**config.mk**
```make
export PLATFORM = sky130hd
export DESIGN_NAME = fixedpoint_seqmul
export DESIGN_NICKNAME = d
export VERILOG_FILES = /design/src/rtl/fixedpoint_seqmul.sv
export SDC_FILE = /design/constraint.sdc
export NUM_CORES = 1
export LEC_CHECK = 0
export BUFFER_PORTS_ARGS = -buffer_cell sky130_fd_sc_hd__buf_2
export CAP_MARGIN = 20
export CORE_MARGIN = 5
export CORE_UTILIZATION = 37
export CTS_CLUSTER_DIAMETER = 80
export CTS_CLUSTER_SIZE = 20
export DETAILED_ROUTE_END_ITERATION = 7
export PLACE_DENSITY = 0.65
export SLEW_MARGIN = 20
export SYNTH_ARGS = -nofsm -noshare
export SYNTH_HDL_FRONTEND = slang
export SYNTH_SLANG_ARGS = --single-unit
```
**constraint.sdc**
```tcl
create_clock -name clk -period 8 [get_ports clk]
set_input_delay 0 -clock clk [delete_from_list [all_inputs] [get_ports clk]]
set_output_delay 0 -clock clk [all_outputs]
set_load 0.1 [all_outputs]
```
**src/rtl/fixedpoint_seqmul.sv**
```systemverilog
`default_nettype none
// +--------------------------------------------------------------------------+
// | fixedpoint_seqmul: unsigned fixed-point shift-add multiplier, one partial |
// | product per cycle, round-half-up to OUT_FRAC. Option macro: FXP_SAT_EN.   |
// | Revision: 1.0                                                            |
// +--------------------------------------------------------------------------+
module fixedpoint_seqmul #(
  parameter int IN_W     = 8,
  parameter int IN_FRAC  = 5,
  parameter int OUT_W    = 8,
  parameter int OUT_FRAC = 2
) (
  input  logic             clk,
  input  logic             rst_n,
  input  logic [IN_W-1:0]  in1,
  input  logic [IN_W-1:0]  in2,
  input  logic             in_valid,
  output logic             in_ready,
  output logic [OUT_W-1:0] out,
  output logic             out_valid,
  input  logic             out_ready,
  output logic             ovf
);

  localparam int c_pw = 2 * IN_W;
  localparam int c_s  = 2 * IN_FRAC - OUT_FRAC;
  localparam int c_cw = (IN_W > 1) ? $clog2(IN_W) : 1;
  localparam logic [c_cw-1:0] c_last = c_cw'(IN_W - 1);

  localparam logic [1:0] c_idle = 2'd0;
  localparam logic [1:0] c_mul  = 2'd1;
  localparam logic [1:0] c_done = 2'd2;

  logic [1:0]      r_state;
  logic [1:0]      w_state_next;
  logic [c_cw-1:0] r_cnt;
  logic [c_pw-1:0] r_a;
  logic [IN_W-1:0] r_b;
  logic [c_pw-1:0] r_acc;
  logic [c_pw-1:0] w_acc_next;
  logic [OUT_W-1:0] r_out;
  logic [OUT_W-1:0] w_out;
  logic            w_last;

  assign w_last     = (r_cnt == c_last);
  // Multiplicand walks left, multiplier walks right: bit i of in2 meets in1<<i.
  assign w_acc_next = r_acc + (r_b[0] ? r_a : '0);

  always_ff @(posedge clk or negedge rst_n) begin
    if (!rst_n) begin
      r_state <= c_idle;
    end else begin
      r_state <= w_state_next;
    end
  end

  always_comb begin
    w_state_next = r_state;
    case (r_state)
      c_idle:  if (in_valid)  w_state_next = c_mul;
      c_mul:   if (w_last)    w_state_next = c_done;
      c_done:  if (out_ready) w_state_next = c_idle;
      default:                w_state_next = c_idle;
    endcase
  end

  always_comb begin
    in_ready  = (r_state == c_idle);
    out_valid = (r_state == c_done);
  end

  always_ff @(posedge clk or negedge rst_n) begin
    if (!rst_n) begin
      r_cnt <= '0;
      r_a   <= '0;
      r_b   <= '0;
      r_acc <= '0;
      r_out <= '0;
    end else if (r_state == c_idle && in_valid) begin
      r_a   <= c_pw'(in1);
      r_b   <= in2;
      r_acc <= '0;
      r_cnt <= '0;
    end else if (r_state == c_mul) begin
      r_acc <= w_acc_next;
      r_a   <= r_a << 1;
      r_b   <= r_b >> 1;
      r_cnt <= r_cnt + 1'b1;
      if (w_last) r_out <= w_out;
    end
  end

  assign out = r_out;

  // (P + 2^(S-1)) >> S is the same as (P >> S) plus the bit just below the cut.
`ifdef FXP_SAT_EN
  localparam int c_rw = c_pw - c_s + 1;

  logic [c_rw-1:0] w_r;
  logic            w_ovf;
  logic            r_ovf;

  assign w_r   = {1'b0, w_acc_next[c_pw-1:c_s]} + c_rw'(w_acc_next[c_s-1]);
  assign w_ovf = |(w_r >> OUT_W);
  assign w_out = w_ovf ? '1 : w_r[OUT_W-1:0];

  always_ff @(posedge clk or negedge rst_n) begin
    if (!rst_n) begin
      r_ovf <= 1'b0;
    end else if (r_state == c_mul && w_last) begin
      r_ovf <= w_ovf;
    end
  end

  assign ovf = r_ovf;
`else
  assign w_out = w_acc_next[c_s +: OUT_W] + OUT_W'(w_acc_next[c_s-1]);
  assign ovf   = 1'b0;
`endif

endmodule
`default_nettype wire

```
==> flow_summary.yaml, run 1 <==
clock_network:
  clockBufferDepth: 2
  cts_sinks: 53
  post_cts_buffers: 0
  cts-resized-gates: 0
  cts_max_level: 2
  ctsHoldBuffers: 18
  clk_latency_ns: 0.30
  tritoncts: "yes"
  numCtsBuffers: 5
  cts.root.buffer_cell: "clkbuf_8"
  clkSlewWorstSetupHoldPaths_ns: 0.10
pwr:
  ir_drop_mv: 0.135
  internal_power_mw: 0.747
  power.density_mw_per_mm2: 398
  p_leak_nw: 1.77
  p_clk_frac: 0.115
  p_sw_mw: 0.732
  p_seq_frac: 0.313
  switching_share: 0.495
  combPwrFrac: 0.572
  power_mw: 1.48
setup_path:
  cp_cell_sequence: "and2_1 -> ha_1 -> inv_1 -> fa_1 -> nor2b_1 -> o31ai_1 -> a21o_1 -> xnor2_1 -> ha_1 -> nor2b_1 -> nand2_1 -> o311ai_0 -> nand3_1 -> nor4_1 -> xor2_1 -> o21ai_1"
  cp-end-kind: "flop"
  critPathLaunchType: "flop"
  cp_num_buf_inv: 1
  arrival_ns: 4.17
  critPathRequiredTime_ns: 8.18
  crit_type: "reg2reg"
  crit_path_max_fanout: 17
  critical-path-slowest-cell: "dfrtp_1"
  critPathTopFamily: "simple AND/OR/NAND/NOR gates"
  max_stage_delay_ns: 0.61
grt:
  grt_start_max_net_pins: 54
  grt-ovfl-total: 0
  grt_use_total: 0.141
  grt_pass1_vias: 2481
  grt_pass1_wl_um: 11900
  antenna_found_initial: 0
die:
  core_area_mm2: 0.00859
  boundaryPins: 31
  initial_core_util: 0.375
  die_w_um: 103
  die_h_um: 103
  die_area_mm2: 0.0107
  rows: 34
logic_synthesis:
  yosys_most_used_dff: "dfrtp_1"
  synth_edf_count: 0
  synth_top_area_frac: 0.412
  synth_largest_area_cell: "dfrtp_1"
  synth_cells: 356
  syn_nets: 396
  async_reset_ff_frac: 1.00
  syn_area_mm2: 0.00322
  synth_cell_types: 54
  avgSynthCellArea_um2: 9.04
  synth_area_leaders: "dfrtp_1 (41%), nand2_1 (9.0%), ha_1 (7.4%), o21ai_0 (5.9%), and2_1 (3.5%)"
  yosys_warnings: 0
  synth_seq_cells: 53
  yosysSeqAreaShare: 0.412
timing:
  layout_setup_ws_ns: 4.00
  worstMarginPinSlew_ns: 0.998
  setup-violations-final: 0
  fin_crit_ns: 4.00
  fin_setup_tns_ns: 0
  fin_skew_ns: 0.00762
  rsz0062_at_grt: "false"
  slew_violations: 0
  timing.final.crit_share: 0.499
  fmax_mhz: 250
  slew_headroom: 0.334
  hold_viol_final: 0
layout:
  final_cells: 504
  antenna_cells: 0
  drive_gt1_frac: 0.139
  final_cell_mix: "nand2_1 (77), dfrtp_1 (53), o21ai_0 (38)"
  final_nets: 435
  syn_to_final_growth_pct: 15.4
  final_common_cell: "nand2_1"
  fin_area_mm2: 0.00371
placed_design:
  io_buffer_count: 29
  place_inst: 478
  dpl-instance-area_mm2: 0.00343
  pre_cts_ws_ns: 4.06
  gp_congestion: 0.871
  hpwl_um: 4990
detailed_routing:
  drcViolationCount: 0
  via_per_inst: 5.26
  drt_iter0_markers: 88
  top_layer: "met4"
  antenna_left: 0
  wl_per_cell_um: 14.0
  dr.pass1.iters: 4
  wl_met2_um: 3330
  met1_length_um: 3360
  met3_length_um: 289
  routed_wl_um: 7070
  vias: 2653
hold_path:
  worstHoldPathType: "in2reg"
outcome:
  status: "finished clean"
flow_run:
  max_cap_violations: 0
==> layout make-up <==
cell class / instances / area, um^2
Clock buffer: 7 / 96.3
Clock inverter: 1 / 8.76
Fill cell: 869 / 4880
Inverter: 9 / 33.8
Multi-Input combinational cell: 277 / 1770
Sequential cell: 53 / 1330
Tap cell: 108 / 135
Timing Repair Buffer: 49 / 340
==> Yosys cell counts, drive strengths merged, types with 2 or more instances <==
library cell,n
mux2,3
a22oi,14
nand2b,4
o211a,2
a22o,4
dfrtp,53
o31ai,3
o211ai,4
a21oi,10
nand2,77
o21ai,41
xnor2,12
o21bai,2
buf,3
ha,19
nor2b,4
inv,9
nand3,10
xor2,5
clkbuf,14
a21o,5
nor4,4
nor2,9
or4,2
nor3,4
a211oi,2
and2,18
==> path summary, 6_finish.rpt <==
| kind | start | to | slack, ns | depth (start not counted) |
|---|---|---|---|---|
| min in group asynchronous | rst_n | r_a[14] | 0.35 | 3 |
| worst min register to register | out[6] | out[6] | 0.48 | 2 |
| worst max register to register | r_b[0] | out[7] | 4.00 | 16 |
| max in group asynchronous | rst_n | r_acc[3] | 7.21 | 3 |
| worst max-delay path | r_b[0] | out[7] | 4.00 | 16 |
| worst min-delay path | in_valid | r_state[0] | 0.22 | 3 |
==> worst register-to-register path, delay by kind of cell, from the launching register on <==
| family | cells | cell delay, ns |
|---|---|---|
| and+or+nand+nor | 6 | 1.07 |
| AOI/OAI and AO/OA | 4 | 0.88 |
| adders and majority gates | 3 | 0.84 |
| DFF | 1 | 0.61 |
| xor gates and xnor gates | 2 | 0.40 |
| buffers and inverters | 1 | 0.08 |
==> stage by stage <==
step / hold WS, ns / utilization
after floorplan: -0.296 / -
after global placement: 0.164 / 0.399
after detailed placement: 0.168 / 0.399
final: 0.216 / 0.432
after CTS: 0.189 / 0.432
after global routing: 0.234 / 0.432
==> cells by family (layout without fill, tap and decap cells) <==
family,count (synthesis),after routing,share of synthesized area
buf+inv,26,66,0.0393
flops,53,53,0.412
fa+ha+maj,20,20,0.0801
other cells,1,1,0.00116
simple gates,136,136,0.197
xor+xnor,17,17,0.0486
compound gates,99,99,0.208
mux,4,4,0.0136
==> power by group through the flow <==
stage | clock network [mW] | logic (mW) | registers, mW
2_1_floorplan | 0 | 0.567 | 0.568
3_3_place_gp | 0 | 0.825 | 0.464
3_5_place_dp | 0 | 0.841 | 0.470
4_1_cts | 0.175 | 0.849 | 0.464
5_1_grt | 0.185 | 0.938 | 0.480
6_report | 0.169 | 0.846 | 0.463
==> flip-flops by register name (all words and copies together), names as in the netlist <==
register and cells:
r_b 8, r_cnt 3, r_acc 16, out 8, r_a 16, r_state 2
==> metal layers <==
layer	GRT usage	up-vias
met5	0	-
met2	0.227	55
met4	0.0369	0
li1	-	1324
met1	0.196	1267
met3	0.0248	7
Note: power is estimated with default switching activity, not from simulation.
==> inputs of run 2 (changes only) <==
--- a/config.mk
+++ b/config.mk
@@ -12,7 +12,7 @@
 export CTS_CLUSTER_DIAMETER = 80
 export CTS_CLUSTER_SIZE = 20
 export DETAILED_ROUTE_END_ITERATION = 7
-export PLACE_DENSITY = 0.65
+export PLACE_DENSITY = 0.67
 export SLEW_MARGIN = 20
 export SYNTH_ARGS = -nofsm -noshare
 export SYNTH_HDL_FRONTEND = slang
==> constraint.sdc (replaced) <==
create_clock -name clk -period 3.5 [get_ports clk]
set_input_delay 0 -clock clk [delete_from_list [all_inputs] [get_ports clk]]
set_output_delay 0 -clock clk [all_outputs]
set_load 0.1 [all_outputs]
==> run 2 against run 1 <==
Compared with the run above: design area up 4.1%; largest cell class unchanged; critical path type unchanged; flip-flop and latch count unchanged; register-to-register slack worse by 3.7 ns; utilization up 1.8 points; first-iteration DRC count up 22%; hold slack better by 0.015 ns; cell count up 2.6%; highest routed layer unchanged; critical endpoint is now out[5]; clock power rose to 2.6 times the previous value; combinational power up 150%; worst setup slack worse by 3.7 ns; critical path depth up 1; sequential power up 120%.
==> flow_summary.yaml, run 2 (synthesized netlist as in run 1, its figures left out) <==
clock_network:
  cts_max_level: 2
  cts.root.buffer_cell: "clkbuf_8"
  tritoncts: "yes"
  clk_latency_ns: 0.31
  post_cts_buffers: 0
  cts_sinks: 53
  numCtsBuffers: 5
  clockBufferDepth: 2
  clkSlewWorstSetupHoldPaths_ns: 0.10
timing:
  fmax_mhz: 310
  fin_skew_ns: 0.00524
  setup-violations-final: 0
  worstMarginPinSlew_ns: 0.682
  hold_viol_final: 0
  slew_headroom: 0.546
  timing.final.crit_share: 0.922
  rsz0062_at_grt: "true"
  fin_crit_ns: 3.23
  layout_setup_ws_ns: 0.272
  slew_violations: 0
  fin_setup_tns_ns: 0
die:
  boundaryPins: 31
  core_area_mm2: 0.00859
  die_area_mm2: 0.0107
  rows: 34
  die_h_um: 103
  die_w_um: 103
  initial_core_util: 0.375
detailed_routing:
  dr.pass1.iters: 4
  via_per_inst: 5.29
  routed_wl_um: 7450
  drt_iter0_markers: 107
  antenna_left: 0
  drcViolationCount: 0
  wl_per_cell_um: 14.4
  vias: 2735
layout:
  antenna_cells: 0
  final_cell_mix: "nand2_1 (77), dfrtp_1 (53), o21ai_0 (37)"
  drive_gt1_frac: 0.186
  final_common_cell: "nand2_1"
  reg_top3: "r_a x16, r_acc x16"
  final_util: 0.450
  final_nets: 448
  syn_to_final_growth_pct: 20.1
pwr:
  p_leak_nw: 1.85
  ir_drop_mv: 0.372
  power.density_mw_per_mm2: 923
setup_path:
  critPathLaunchType: "flop"
  r2r-end: "out[5]"
  critPathRequiredTime_ns: 3.73
  crit_path_max_fanout: 8
  crit_type: "reg2reg"
  arrival_ns: 3.46
  critPathLaunch: "r_b[0]"
  rr_startpoint: "r_b[0]"
  cp-end-kind: "flop"
  rr_worst_depth: 17
  crit_path_end: "out[5]"
  reg2reg_slack_ns: 0.27
grt:
  grtUsageMet1: 0.204
  antenna_found_initial: 0
  grt_pass1_wl_um: 12700
  grt_start_max_net_pins: 54
  grt-ovfl-total: 0
  use_met3: 0.0235
  gr-usage-met2: 0.246
  grt_pass1_vias: 2691
  grt.busiest_layer: "met2"
  grt_use_total: 0.148
placed_design:
  io_buffer_count: 29
  hpwl_um: 5200
  gp_congestion: 0.924
  pre_cts_ws_ns: 0.0115
hold_path:
  worstHoldPathType: "in2reg"
outcome:
  status: "finished clean"
flow_run:
  max_cap_violations: 0
## run 2: worst min-delay path by stage
stage                     startpoint          to  cells after the start
after floorplan                rst_n      out[0]                      0
after detailed placement       rst_n    r_cnt[0]                      2
after CTS                   in_valid  r_state[0]                      3
after global placement         rst_n    r_cnt[0]                      2
final                       in_valid  r_state[0]                      3
after global routing        in_valid  r_state[0]                      3
## run 2: worst max-delay path, cell delays in order, from the launching register on
cell      delay (ns)
dfrtp_1         0.39
buf_4           0.16
and2_1          0.17
ha_1            0.29
o211a_1         0.27
nor2_2          0.21
a21o_1          0.16
xnor2_2         0.08
ha_1            0.22
buf_4           0.14
nand2_1         0.09
nor2_2          0.06
a221oi_2        0.23
o311ai_2        0.16
nand2_1         0.13
nor3_1          0.06
xor2_1          0.16
o21ai_0         0.15
## run 2: power by group
part / total [mW] / leakage (nW) / internal [mW] / switching, mW
Combinational: 2.09 / 1.12 / 0.733 / 1.36
Sequential: 1.04 / 0.677 / 0.880 / 0.159
Clock: 0.440 / 0.0585 / 0.234 / 0.206
Total: 3.57 / 1.85 / 1.85 / 1.72
## run 2: what timing repair did
action / 4_1_cts / 5_1_grt
endpoints found under the setup margin: 1 / 3
cloned: 0 / 0
gates resized for setup: 1 / 11
hold buffers: 18 / 0
endpoints found under the hold margin: 70 / 0
## run 2: area by class of cell
| type | instances | area [um^2] |
|---|---|---|
| Tap cell | 108 | 135 |
| Sequential cell | 53 | 1330 |
| Inverter | 9 | 33.8 |
| Fill cell | 831 | 4730 |
| Clock inverter | 1 | 30.0 |
| Clock buffer | 7 | 86.3 |
| Multi-Input combinational cell | 277 | 1820 |
| Timing Repair Buffer | 62 | 438 |
## run 2: through the flow
stage	hold slack, ns	power, mW	cells	area, um^2
final	0.231	3.57	517	3870
after global routing	0.256	3.88	517	3870
after CTS	0.206	3.54	517	3820
after detailed placement	0.178	3.08	491	3520
after global placement	0.164	3.03	491	3520
after floorplan	-0.296	2.59	356	3220
## run 2: layer usage
metal,vias to the layer above,wire [um]
met4,0,72
met5,-,0
li1,1356,-
met3,9,273
met1,1326,3410
met2,44,3690
==> inputs of run 3 (changes only) <==
--- a/config.mk
+++ b/config.mk
@@ -5,10 +5,11 @@
 export SDC_FILE = /design/constraint.sdc
 export NUM_CORES = 1
 export LEC_CHECK = 0
+export ABC_AREA = 1
 export BUFFER_PORTS_ARGS = -buffer_cell sky130_fd_sc_hd__buf_2
 export CAP_MARGIN = 20
-export CORE_MARGIN = 5
 export CORE_UTILIZATION = 37
+export CTS_BUF_LIST = sky130_fd_sc_hd__clkbuf_8
 export CTS_CLUSTER_DIAMETER = 80
 export CTS_CLUSTER_SIZE = 20
 export DETAILED_ROUTE_END_ITERATION = 7
==> run 3 against run 2 <==
Compared with the run above: power increased by 3.3%; routed wire length rose by 9.5%; clock-buffer cell count is 2 lower; highest routed layer unchanged.
==> flow_summary.yaml, run 3 <==
outcome:
  status: "finished clean"
timing:
  setup-violations-final: 0
  fmax_mhz: 364
  slew_violations: 0
  fin_skew_ns: 0.0106
  slew_headroom: 0.547
  hold_viol_final: 0
  fin_setup_tns_ns: 0
  fin_crit_ns: 2.75
  worstMarginPinSlew_ns: 0.679
  timing.final.crit_share: 0.784
  rsz0062_at_grt: "false"
placed_design:
  gp_congestion: 0.916
  place_inst: 599
  hpwl_um: 5890
  io_buffer_count: 29
  dpl-instance-area_mm2: 0.00368
setup_path:
  reg2reg_slack_ns: 0.75
  cpMostUsedCell: "nand3_1"
  cp_cell_sequence: "nand2_1 -> inv_1 -> ha_1 -> inv_1 -> fa_1 -> inv_1 -> nand3_1 -> nand3_1 -> a21oi_1 -> xnor2_1 -> ha_1 -> ha_1 -> nand3_1 -> nor2_2 -> nand3_1 -> nand3_1 -> nand2_1"
  critPathRequiredTime_ns: 3.72
  critical-path-slowest-cell: "fa_1"
  rr_startpoint: "r_a[0]"
  cp_num_buf_inv: 3
  r2r-end: "out[6]"
  critPathTopFamily: "adder cells"
  max_stage_delay_ns: 0.37
  critPathLaunchType: "flop"
  crit_type: "reg2reg"
  crit_path_max_fanout: 4
  rr_worst_depth: 17
  arrival_ns: 2.96
  cp-end-kind: "flop"
layout:
  drive_gt1_frac: 0.133
  final_cell_mix: "nand2_1 (153), inv_1 (71), dfrtp_1 (53)"
  syn_to_final_growth_pct: 16.4
  final_cells: 625
  register_area_mm2: 0.00133
  multiInputGateArea_mm2: 0.00175
  antenna_cells: 0
  final_common_cell: "nand2_1"
  nFillCells: 919
  fin_area_mm2: 0.00398
  final_nets: 556
  reg_top3: "r_a x16, r_acc x16"
logic_synthesis:
  synth_seq_cells: 53
  synth_area_leaders: "dfrtp_1 (39%), nand2_1 (17%), inv_1 (7.8%), ha_1 (7.0%), nand3_1 (6.9%)"
  yosys_warnings: 0
  synth_cell_types: 33
  async_reset_ff_frac: 1.00
  synthMostInstantiatedCell: "nand2_1"
  syn_area_mm2: 0.00342
  avgSynthCellArea_um2: 7.28
  synth_largest_area_cell: "dfrtp_1"
  synth_edf_count: 0
  syn_nets: 510
  synth_top_area_frac: 0.388
  synth_cells: 470
  yosys_most_used_dff: "dfrtp_1"
  synthTopCellsByCount: "nand2_1 (153), inv_1 (71), dfrtp_1 (53)"
  yosysSeqAreaShare: 0.388
grt:
  grtUsageMet1: 0.241
  gr-usage-met2: 0.324
  use_met3: 0.0293
  grt_use_total: 0.189
  grt_start_max_net_pins: 54
  grt.busiest_layer: "met2"
  grt_pass1_vias: 3207
  grt_pass1_wl_um: 14700
  antenna_found_initial: 0
  grt-ovfl-total: 0
pwr:
  combPwrFrac: 0.602
  ir_drop_mv: 0.654
  power.density_mw_per_mm2: 926
  switching_share: 0.518
  p_clk_frac: 0.121
  p_seq_frac: 0.277
  internal_power_mw: 1.78
  p_leak_nw: 2.17
  p_sw_mw: 1.91
clock_network:
  cts_max_level: 2
  clk_latency_ns: 0.33
  tritoncts: "yes"
  numCtsBuffers: 5
  cts_sinks: 53
  clockBufferDepth: 2
  clkSlewWorstSetupHoldPaths_ns: 0.10
  cts.root.buffer_cell: "clkbuf_8"
die:
  boundaryPins: 31
  die_w_um: 98.1
  die_area_mm2: 0.00963
  die_h_um: 98.1
  rows: 34
  core_area_mm2: 0.00885
  initial_core_util: 0.386
detailed_routing:
  via_per_inst: 5.05
  vias: 3159
  drcViolationCount: 0
  antenna_left: 0
  wl_per_cell_um: 13.0
  dr.pass1.iters: 6
  routed_wl_um: 8150
  drt_iter0_markers: 193
hold_path:
  worstHoldEndpoint: "r_state[0]"
  min_path_cells: 4
  worstHoldPathType: "in2reg"
  hp-start: "in_valid"
flow_run:
  max_cap_violations: 0
[run 3: area by class of cell]
cell class,count,share of cell area
clock buffer,5,0.0173
multi-input combinational,328,0.440
tap,108,0.0339
sequential,53,0.333
inverter,76,0.0717
timing repair buffer,52,0.0911
clock inverter,3,0.0126
[run 3: repair_timing]
action	CTS	global route
hold buffers	18	0
gates resized for setup	0	0
hold endpoints to repair	70	0
buffers inserted	0	0
[run 3: cells by family after synthesis]
| kind of cell | synth area share |
|---|---|
| and+or+nand+nor | 0.328 |
| buffers and inverters | 0.0995 |
| DFF | 0.388 |
| AOI/OAI and AO/OA | 0.0955 |
| adders and majority gates | 0.0754 |
| xor gates and xnor gates | 0.0128 |
| other | 0.00110 |
[run 3: layer usage]
layer	wire length, um	part of all wire
met5	0	0
met1	3750	0.46
met2	3920	0.48
met3	305	0.037
met4	184	0.023
[run 3: per-stage QoR]
stage | worst slack (ns) | utilization | hold WS (ns) | power, mW
2_1_floorplan | 0.550 | - | -0.296 | 2.72
3_3_place_gp | 0.898 | 0.416 | 0.170 | 3.18
3_5_place_dp | 0.779 | 0.416 | 0.174 | 3.22
4_1_cts | 0.755 | 0.450 | 0.200 | 3.70
5_1_grt | 0.442 | 0.450 | 0.222 | 4.03
6_report | 0.755 | 0.450 | 0.200 | 3.69
[run 3: worst min-delay path: stages]
cell,delay (ns)
buf_2,0.07
nand2_1,0.04
buf_4,0.22
o21ai_0,0.13
[run 3: power by group through the flow]
stage / Clock (mW) / Combinational [mW] / Sequential (mW)
after global routing: 0.482 / 2.50 / 1.05
after global placement: 0 / 2.15 / 1.03
final: 0.446 / 2.22 / 1.02
after floorplan: 0 / 1.46 / 1.26
after CTS: 0.454 / 2.22 / 1.02
after detailed placement: 0 / 2.19 / 1.03
[run 3: how the worst max path moves through the flow]
| stage | cells after the start | startpoint | endpoint |
|---|---|---|---|
| floorplan | 19 | r_b[0] | out[6] |
| finish | 17 | r_a[0] | out[6] |
| global placement | 17 | r_b[0] | out[6] |
| detailed placement | 17 | r_a[0] | out[6] |
| CTS | 17 | r_a[0] | out[6] |
| global route | 18 | r_b[0] | out[6] |
